`config.mk`:
```
export PLATFORM = sky130hd
export DESIGN_NAME = led_pulse_stretcher_flat
export DESIGN_NICKNAME = d
export VERILOG_FILES = /design/src/rtl/led_pulse_stretcher_pkg.sv /design/src/rtl/led_pulse_stretcher_if.sv /design/src/rtl/led_pulse_stretcher_cycle_timer.sv /design/src/rtl/led_pulse_stretcher.sv /design/src/flat_wrapper.sv
export SDC_FILE = /design/constraint.sdc
export NUM_CORES = 1
export LEC_CHECK = 0
export CORE_ASPECT_RATIO = 2
export CORE_MARGIN = 2
export CORE_UTILIZATION = 60
export DETAILED_ROUTE_END_ITERATION = 16
export HOLD_SLACK_MARGIN = 0.02
export PLACE_DENSITY_LB_ADDON = 0.12
export SYNTH_ARGS = -nofsm -noshare
export SYNTH_HDL_FRONTEND = slang
export SYNTH_SLANG_ARGS = --single-unit
```
`constraint.sdc`:
```
create_clock -name clk -period 4.25 [get_ports clk]
set_input_delay 1.0625 -clock clk [delete_from_list [all_inputs] [get_ports clk]]
set_output_delay 1.0625 -clock clk [all_outputs]
set_load 0.1 [all_outputs]
```
`src/rtl/led_pulse_stretcher_pkg.sv`:
```
// Shared state encodings, default timing constants and the us-to-cycles helper
// for the LED pulse stretcher.
package led_pulse_stretcher_pkg;

  typedef enum logic [1:0] {
    ST_IDLE = 2'd0,
    ST_ON   = 2'd1,
    ST_GAP  = 2'd2
  } state_e;

  localparam int unsigned DEF_CLK_FREQ_MHZ = 100;
  localparam int unsigned DEF_ON_TIME_US   = 50000;
  localparam int unsigned DEF_GAP_TIME_US  = 50000;
  localparam int unsigned TIMER_W          = 32;

  function automatic logic [TIMER_W-1:0] us_to_cycles(input int unsigned us,
                                                      input int unsigned mhz);
    return TIMER_W'(us * mhz);
  endfunction

endpackage

```
`src/rtl/led_pulse_stretcher_if.sv`:
```
// Event/status bundle between a status-strobe source and one LED stretcher.
interface led_pulse_stretcher_if #(
  parameter int PEND_WIDTH = 4
);
  logic                  evt_i;
  logic                  clr_ovf_i;
  logic                  led_o;
  logic                  busy_o;
  logic [PEND_WIDTH-1:0] pend_o;
  logic                  ovf_o;

  modport master (output evt_i, clr_ovf_i, input led_o, busy_o, pend_o, ovf_o);
  modport slave  (input evt_i, clr_ovf_i, output led_o, busy_o, pend_o, ovf_o);
endinterface

```
`src/rtl/led_pulse_stretcher_cycle_timer.sv`:
```
// 32-bit down counter: load N-1 on state entry, done while the count is zero.
module cycle_timer
  import led_pulse_stretcher_pkg::*;
(
  input  logic               clk,
  input  logic               rst_n,
  input  logic               load,
  input  logic [TIMER_W-1:0] load_val,
  output logic               done
);

  logic [TIMER_W-1:0] count_q;

  // NOTE: sequential state is written with non-blocking assignments only, so
  // every flop samples the pre-edge values of its neighbours.
  always_ff @(posedge clk or negedge rst_n) begin
    if (!rst_n) begin
      count_q <= '0;
    end else if (load) begin
      count_q <= load_val;
    end else if (count_q != '0) begin
      count_q <= count_q - TIMER_W'(1);
    end
  end

  assign done = (count_q == '0);

endmodule

```
`src/rtl/led_pulse_stretcher.sv`:
```
// Turns single-cycle event strobes into LED blinks with minimum ON and gap
// times, queuing events that arrive faster than they can be shown.
module led_pulse_stretcher
  import led_pulse_stretcher_pkg::*;
#(
  parameter int unsigned CLK_FREQ_MHZ = DEF_CLK_FREQ_MHZ,
  parameter int unsigned ON_TIME_US   = DEF_ON_TIME_US,
  parameter int unsigned GAP_TIME_US  = DEF_GAP_TIME_US,
  parameter int          PEND_WIDTH   = 4
) (
  input  logic                   clk,
  input  logic                   rst_n,
  led_pulse_stretcher_if.slave   bus
);

  localparam logic [TIMER_W-1:0] ON_CYC  = us_to_cycles(ON_TIME_US, CLK_FREQ_MHZ);
  localparam logic [TIMER_W-1:0] GAP_CYC = us_to_cycles(GAP_TIME_US, CLK_FREQ_MHZ);
  localparam logic [PEND_WIDTH-1:0] PEND_MAX = '1;

  state_e                state_q, state_d;
  logic                  load;
  logic [TIMER_W-1:0]    load_val;
  logic                  done;
  logic                  inc, dec;
  logic [PEND_WIDTH-1:0] pend_q, pend_d;
  logic                  ovf_q, ovf_d, ovf_set;
  logic                  led_q, busy_q;

  cycle_timer u_timer (
    .clk      (clk),
    .rst_n    (rst_n),
    .load     (load),
    .load_val (load_val),
    .done     (done)
  );

  // NOTE: every signal driven here gets a default first, so no path through
  // the case leaves a value unassigned and no latch is inferred.
  always_comb begin
    state_d  = state_q;
    load     = 1'b0;
    load_val = '0;
    inc      = 1'b0;
    dec      = 1'b0;
    unique case (state_q)
      ST_IDLE: begin
        if (bus.evt_i) begin
          state_d  = ST_ON;
          load     = 1'b1;
          load_val = ON_CYC - TIMER_W'(1);
        end
      end
      ST_ON: begin
        inc = bus.evt_i;
        if (done) begin
          state_d  = ST_GAP;
          load     = 1'b1;
          load_val = GAP_CYC - TIMER_W'(1);
        end
      end
      ST_GAP: begin
        if (!done) begin
          inc = bus.evt_i;
        end else if (pend_q != '0 || bus.evt_i) begin
          // Oldest queued event goes first; a fresh strobe then joins the queue.
          dec      = (pend_q != '0);
          inc      = (pend_q != '0) && bus.evt_i;
          state_d  = ST_ON;
          load     = 1'b1;
          load_val = ON_CYC - TIMER_W'(1);
        end else begin
          state_d = ST_IDLE;
        end
      end
      default: state_d = ST_IDLE;
    endcase
  end

  always_comb begin
    pend_d  = pend_q;
    ovf_set = 1'b0;
    if (inc && !dec) begin
      if (pend_q == PEND_MAX) ovf_set = 1'b1;
      else                    pend_d  = pend_q + PEND_WIDTH'(1);
    end else if (dec && !inc) begin
      pend_d = pend_q - PEND_WIDTH'(1);
    end
    // A new overflow wins over a coincident clear.
    ovf_d = ovf_set ? 1'b1 : (bus.clr_ovf_i ? 1'b0 : ovf_q);
  end

  always_ff @(posedge clk or negedge rst_n) begin
    if (!rst_n) begin
      state_q <= ST_IDLE;
      pend_q  <= '0;
      ovf_q   <= 1'b0;
      led_q   <= 1'b0;
      busy_q  <= 1'b0;
    end else begin
      state_q <= state_d;
      pend_q  <= pend_d;
      ovf_q   <= ovf_d;
      led_q   <= (state_d == ST_ON);
      busy_q  <= (state_d != ST_IDLE);
    end
  end

  assign bus.led_o  = led_q;
  assign bus.busy_o = busy_q;
  assign bus.pend_o = pend_q;
  assign bus.ovf_o  = ovf_q;

endmodule

```
`src/flat_wrapper.sv`:
```
// flat-port wrapper written by rule: the top's interface ports become plain ports
module led_pulse_stretcher_flat import led_pulse_stretcher_pkg::*;
#(
  parameter int unsigned CLK_FREQ_MHZ = DEF_CLK_FREQ_MHZ,
  parameter int unsigned ON_TIME_US   = DEF_ON_TIME_US,
  parameter int unsigned GAP_TIME_US  = DEF_GAP_TIME_US,
  parameter int          PEND_WIDTH   = 4
)
  (clk, rst_n, bus_evt_i, bus_clr_ovf_i, bus_led_o, bus_busy_o, bus_pend_o, bus_ovf_o);
  led_pulse_stretcher_if #(.PEND_WIDTH(PEND_WIDTH)) bus_i ();
  input  logic clk;
  input  logic rst_n;
  input wire logic [$bits(bus_i.evt_i)-1:0] bus_evt_i;
  input wire logic [$bits(bus_i.clr_ovf_i)-1:0] bus_clr_ovf_i;
  output wire logic [$bits(bus_i.led_o)-1:0] bus_led_o;
  output wire logic [$bits(bus_i.busy_o)-1:0] bus_busy_o;
  output wire logic [$bits(bus_i.pend_o)-1:0] bus_pend_o;
  output wire logic [$bits(bus_i.ovf_o)-1:0] bus_ovf_o;
  assign bus_i.evt_i = bus_evt_i;
  assign bus_i.clr_ovf_i = bus_clr_ovf_i;
  assign bus_led_o = bus_i.led_o;
  assign bus_busy_o = bus_i.busy_o;
  assign bus_pend_o = bus_i.pend_o;
  assign bus_ovf_o = bus_i.ovf_o;
  led_pulse_stretcher #(.CLK_FREQ_MHZ(CLK_FREQ_MHZ), .ON_TIME_US(ON_TIME_US), .GAP_TIME_US(GAP_TIME_US), .PEND_WIDTH(PEND_WIDTH)) u_core (.clk(clk), .rst_n(rst_n), .bus(bus_i));
endmodule
```
==> results of run 1 <==
==> critical path, cell delays in order (launching register included) <==
cell	delay, ps
dfrtp_1	380
inv_1	110
ha_1	240
nor4b_2	220
buf_4	190
or4b_4	500
nor3_2	190
a31oi_1	170
inv_1	190
ha_1	260
a21o_1	150
a21oi_1	220
nand2b_1	140
a21oi_1	40
a211o_1	230
==> through the flow <==
stage,util (%),setup WS (ps)
finish,67.2,911
detailed placement,64.6,807
floorplan,-,1100
global route,67.2,723
CTS,67.2,921
global placement,64.6,880
==> cell type report <==
type	instances	share of cell area, %
inverters	8	1.12
clock inverters	1	0.186
clock buffers	7	3.58
repair buffers	12	4.09
multi-input cells	196	50.5
well taps	52	2.42
flip-flops and latches	41	38.1
==> logic make-up after synthesis <==
| logic type | after synthesis |
|---|---|
| AND/OR/NAND/NOR | 109 |
| multiplexers | 2 |
| XOR/XNOR | 23 |
| AO/OA/AOI/OAI | 54 |
| buffers and inverters | 17 |
| adder cells (fa/ha/maj) | 8 |
| flip-flops | 41 |
==> state kept, by name (all words and copies together) (netlist names) <==
register and cells:
u_core.u_timer.count_q 32, u_core.bus.pend_o 4, u_core.state_q 2, u_core.bus.busy_o 1, u_core.bus.led_o 1, u_core.bus.ovf_o 1
==> power breakdown <==
part           internal [mW]  switching (mW)  leakage (nW)
Sequential             0.412          0.0322         0.414
Combinational         0.0903           0.223         0.441
Clock                  0.147           0.132        0.0542
==> worst max path at each step <==
stage / endpoint / slack, ps / from / cells after the start
2_1_floorplan: u_core.bus.pend_o[3] / 1100 / u_core.bus.pend_o[0] / 11
3_3_place_gp: u_core.bus.pend_o[3] / 880 / bus_evt_i / 10
3_5_place_dp: u_core.bus.pend_o[3] / 810 / bus_evt_i / 10
4_1_cts: u_core.bus.pend_o[3] / 920 / u_core.u_timer.count_q[21] / 11
5_1_grt: u_core.bus.pend_o[3] / 720 / u_core.u_timer.count_q[0] / 14
6_report: u_core.bus.pend_o[3] / 910 / u_core.u_timer.count_q[0] / 14
==> layer usage <==
layer | part of all wire (%) | GRT usage, % | routed length, um
met2 | 53 | 42.3 | 2760
met3 | 2.9 | 3.32 | 153
met1 | 42 | 28.1 | 2170
met5 | 0 | 0 | 0
met4 | 2.8 | 11.9 | 148
==> Yosys cell counts (2+ instances only) <==
cell       count
a2111oi_0      2
a211o_1        2
a211oi_1       2
a21o_1         3
a21oi_1       19
and3_1         2
buf_2          3
buf_4          2
clkbuf_1       3
dfrtp_1       41
ha_1           7
inv_1          8
mux2_1         2
nand2_1       19
nand2b_1       2
nand3_1        6
nand4_1        4
nand4b_1       2
nor2_1        23
nor3_1        11
nor3_2         3
nor4_1         2
nor4_2         2
o211ai_1       2
o21ai_0        6
o31ai_1        5
o41ai_1        4
or2_2          4
or3_1         10
or4_1          8
or4_4          2
xnor2_1       18
xor2_1         5
==> cells in the final DEF (no fill, tap or decap), types with 3 or more instances in the layout <==
| master | instances |
|---|---|
| a21oi_1 | 19 |
| nor3_2 | 3 |
| dfrtp_1 | 41 |
| o21ai_0 | 6 |
| or2_2 | 4 |
| nand3_1 | 6 |
| o41ai_1 | 4 |
| clkdlybuf4s50_1 | 9 |
| o31ai_1 | 5 |
| ha_1 | 7 |
| xor2_1 | 5 |
| nor2_1 | 23 |
| or4_1 | 8 |
| inv_1 | 8 |
| nand4_1 | 4 |
| clkbuf_8 | 7 |
| xnor2_1 | 18 |
| nand2_1 | 19 |
| a21o_1 | 3 |
| nor3_1 | 11 |
| or3_1 | 10 |
==> flow_metrics.py, run 1 <==
metrics = {
    "power": {
        "cellPowerDensity_nw_per_um2": 385,
        "p_total_mw": 1.04,
        "power.leakage_nw": 0.909,
        "ir_drop_uv": 514,
    },
    "sta": {
        "fin_crit_sh_pct": 78.6,
        "maxSlewViolCount": 0,
        "tightest_slew_ps": 1070,
        "slew_headroom_pct": 28.0,
        "min_period_ps": 3340,
        "tns_ps": 0,
        "fmax_mhz": 299,
        "rsz0062_at_grt": "false",
        "clock_skew_ps": 7.95,
        "hold_slack_ps": 531,
        "finalHoldViolCount": 0,
        "setup_viol": 0,
    },
    "cells_and_area": {
        "fin_cells": 317,
        "diodes": 0,
        "final_area_um2": 2690,
        "area_growth_pct": 9.08,
        "seq_area_um2": 1030,
        "fin_nets": 276,
        "num-fill-cells": 329,
        "multiInputGateArea_um2": 1360,
        "drive_gt1_share_pct": 10.9,
    },
    "logic_synthesis": {
        "syn_inst": 254,
        "synthSimpleGateAreaFrac_pct": 26.3,
        "synthMuxAreaShare_pct": 0.913,
        "ys_seq_area_share_pct": 41.6,
        "synth_area_leaders": "dfrtp_1 (42%), xnor2_1 (6.4%), a21oi_1 (3.9%)",
        "synth_top_area_cell": "dfrtp_1",
        "ys.flop_type": "dfrtp_1",
        "synth_top_family_by_area": "simple AND/OR/NAND/NOR gates",
        "synth-edff-count": 0,
        "synthAdderAreaFrac_pct": 4.36,
        "synthArstFlopShare_pct": 100,
        "ys_seq_elements": 41,
        "yosysWarnings": 0,
        "synth.distinct_cells": 53,
        "postSynthNetCount": 266,
        "synth_top_area_share_pct": 41.6,
        "synth_xor_area_share_pct": 8.17,
        "synthesis.area_um2": 2470,
        "synth-compound-area-share_pct": 15.3,
        "synth.avg_cell_area_um2": 9.71,
    },
    "worst_setup_path": {
        "rrSetupSlack_ps": 910,
        "cp_max_fo": 6,
        "rr_worst_depth": 14,
        "critPathLaunchType": "flop",
        "end_kind": "flop",
        "r2r-start": "u_core.u_timer.count_q[0]",
        "rr_endpoint": "u_core.bus.pend_o[3]",
        "critPathKind": "flop to flop",
        "arrival_ps": 3520,
        "critPathRequiredTime_ps": 4430,
    },
    "place": {
        "place_inst": 309,
        "portBuffers": 10,
        "dpl_cell_area_um2": 2590,
        "place.gp.congestion": 0.855,
        "place_hpwl_um": 3720,
    },
    "cts": {
        "clk_pin_slew_worst_paths_ps": 80,
        "cts-root-buf": "clkbuf_8",
        "post_cts_resized": 0,
        "cts_buffer_depth": 2,
        "cts_hold_buffers": 0,
        "htree_levels": 2,
        "cts_tree": "yes",
        "cts_buffers": 5,
        "cts_setup_buffers": 0,
        "cts_sinks": 41,
        "clkLatencyLatePin_ps": 290,
    },
    "grt": {
        "grt_usage_pct": 24.0,
        "grt_overflow": 0,
        "grt_max_degree": 42,
        "grt_pass1_vias": 1896,
        "grt_pass1_wl_um": 8690,
        "antenna_found_initial": 0,
    },
    "detailed_routing": {
        "ant_nets": 0,
        "routed_wl_um": 5230,
        "first_iter_violations": 41,
        "vias": 1962,
        "routedWlPerCell_um": 16.5,
        "dr.pass1.iters": 4,
        "drc": 0,
        "via_per_inst": 6.19,
    },
    "outcome": {
        "status": "finished, final reports clean",
    },
    "floorplanning": {
        "io_pins": 11,
        "dieHeight_um": 94.7,
        "fp.coreArea_um2": 4010,
        "die_x_um": 49.3,
        "start_util_pct": 61.6,
        "row_count": 33,
        "die_area_um2": 4670,
    },
    "min_path": {
        "holdPathStages": 2,
        "min-delay-start": "u_core.u_timer.count_q[8]",
        "hold_class": "flop to flop",
        "hold_end": "u_core.u_timer.count_q[8]",
    },
    "job": {
        "cap_violations": 0,
    },
}
Note: power is estimated with default switching activity, not from simulation.
==> run 2, diff against run 1 <==
CORE_UTILIZATION = 54   (was 60)
clock period = 2.7 ns   (was 4.25 ns; I/O delays follow)
==> run 2 against run 1 <==
The flow now finishes with violations (negative setup slack). Non-clock buffer count up 59. Sequential power up 56%. Largest power group unchanged. First-iteration DRC count is 34% higher. Utilization is 7.4 points higher. Global-route usage grew 3.0 points. Cell count increased by 19%. Critical path type unchanged. Combinational power rose by 96%.
==> flow_metrics.py, run 2 (same netlist as run 1, synthesis figures left out) <==
metrics = {
    "cts": {
        "clkLatencyLatePin_ps": 300,
        "cts_sinks": 41,
        "clk_pin_slew_worst_paths_ps": 80,
        "cts-root-buf": "clkbuf_8",
        "htree_levels": 2,
        "cts_tree": "yes",
        "cts_buffers": 5,
        "cts_hold_buffers": 0,
        "cts_buffer_depth": 2,
    },
    "worst_setup_path": {
        "rr_worst_depth": 11,
        "critPathKind": "flop to flop",
        "end_kind": "flop",
        "rrSetupSlack_ps": -180,
        "critPathMaxStageDelay_ps": 540,
        "path_buf_inv": 1,
        "critPathRequiredTime_ps": 2880,
        "crit_slowest_cell": "or4_4",
        "crit_chain": "or4_4 > or4b_4 > nor3_4 > a31oi_2 > inv_2 > ha_1 > a21o_1 > a21oi_2 > nand2b_1 > a21oi_1 > a211o_1",
        "cp_num_cells": 11,
        "critPathTopFamily": "simple AND/OR/NAND/NOR gates",
        "rr_endpoint": "u_core.bus.pend_o[3]",
        "endpoint": "u_core.bus.pend_o[3]",
        "cp_max_fo": 3,
        "arrival_ps": 3060,
        "crit_start": "u_core.u_timer.count_q[8]",
        "r2r-start": "u_core.u_timer.count_q[8]",
        "critPathLaunchType": "flop",
    },
    "place": {
        "place.gp.congestion": 0.845,
        "place_hpwl_um": 4600,
        "portBuffers": 10,
        "dpl_cell_area_um2": 3040,
    },
    "detailed_routing": {
        "first_iter_violations": 55,
        "vias": 2260,
        "ant_nets": 0,
        "routedWlPerCell_um": 16.7,
        "routed_wl_um": 6300,
        "drc": 0,
        "dr.pass1.iters": 4,
        "via_per_inst": 5.98,
    },
    "power": {
        "power.leakage_nw": 1.27,
        "ir_drop_uv": 1140,
        "cellPowerDensity_nw_per_um2": 560,
    },
    "sta": {
        "rsz0062_at_grt": "true",
        "tns_ps": -531,
        "finalHoldViolCount": 0,
        "maxSlewViolCount": 0,
        "slew_headroom_pct": 36.4,
        "tightest_slew_ps": 954,
        "fin_crit_sh_pct": 107,
        "setup_viol": 5,
        "layout_setup_ws_ps": -182,
        "min_period_ps": 2880,
        "fmax_mhz": 347,
        "clock_skew_ps": 7.80,
        "hold_slack_ps": 517,
    },
    "grt": {
        "grt_pass1_vias": 2394,
        "grt_pass1_wl_um": 10600,
        "grtUsageMet1_pct": 27.3,
        "antenna_found_initial": 0,
        "grt_usage_pct": 27.1,
        "grt_overflow": 0,
        "globalRoute.busiestLayer": "met2",
        "use_met2_pct": 52.0,
        "gr-usage-met3_pct": 3.15,
        "grt_max_degree": 42,
    },
    "cells_and_area": {
        "diodes": 0,
        "layout_common_cells": "buf_4 (66), dfrtp_1 (37), nor2_1 (23)",
        "final_area_um2": 3270,
        "drive_gt1_share_pct": 35.2,
        "largest_reg_flops": 32,
        "post-route-util_pct": 74.6,
        "fin_nets": 335,
        "area_growth_pct": 32.5,
        "layout_commonest_cell": "buf_4",
        "top_register": "u_core.u_timer.count_q",
    },
    "floorplanning": {
        "start_util_pct": 56.3,
        "fp.coreArea_um2": 4380,
        "dieHeight_um": 99.6,
        "row_count": 34,
        "die_x_um": 51.8,
        "io_pins": 11,
        "die_area_um2": 5160,
    },
    "outcome": {
        "status": "finished, violations left",
        "failed_checks": "negative setup slack",
    },
    "min_path": {
        "hold_class": "input pin to asynchronous set/reset pin",
    },
    "job": {
        "cap_violations": 0,
    },
}
[run 2: final cells by class]
type                       instances  area (um2)
tap                               54        67.6
clock inverter                     1        30.0
inverter                           8        30.0
fill                             318        1110
clock buffer                       7        86.3
sequential                        41        1030
multi-input combinational        196        1470
timing repair buffer              71         552
[run 2: power breakdown]
group / internal, mW / switching [mW]
Combinational: 0.210 / 0.407
Clock: 0.302 / 0.219
Sequential: 0.655 / 0.0388
Total: 1.17 / 0.664
[run 2: what timing repair did]
item                                    4_1_cts  5_1_grt
resized for setup                             6       12
pin swaps                                     6        3
buffers inserted                              1        2
endpoints found under the hold margin         0        0
endpoints found under the setup margin        7       28
[run 2: layer usage]
layer	vias up	part of all wire [%]
met4	0	2.3
met3	13	2.9
li1	1067	-
met5	-	0
met2	60	58
met1	1120	37
[run 2: worst min path at each step]
stage | from | endpoint | cells after the start
after floorplan | rst_n | u_core.bus.busy_o | 0
after global placement | u_core.u_timer.count_q[18] | u_core.u_timer.count_q[18] | 2
after detailed placement | u_core.u_timer.count_q[18] | u_core.u_timer.count_q[18] | 2
after CTS | u_core.bus.ovf_o | u_core.bus.ovf_o | 2
after global routing | u_core.bus.ovf_o | u_core.bus.ovf_o | 2
final | rst_n | u_core.u_timer.count_q[10] | 1
[run 2: metrics by stage]
stage | cells | worst slack (ps) | power, mW
final | 378 | -182 | 1.83
after global routing | 378 | -317 | 1.89
after CTS | 376 | -214 | 1.82
after detailed placement | 367 | -197 | 1.26
after global placement | 367 | -154 | 1.25
after floorplan | 254 | -262 | 1.10
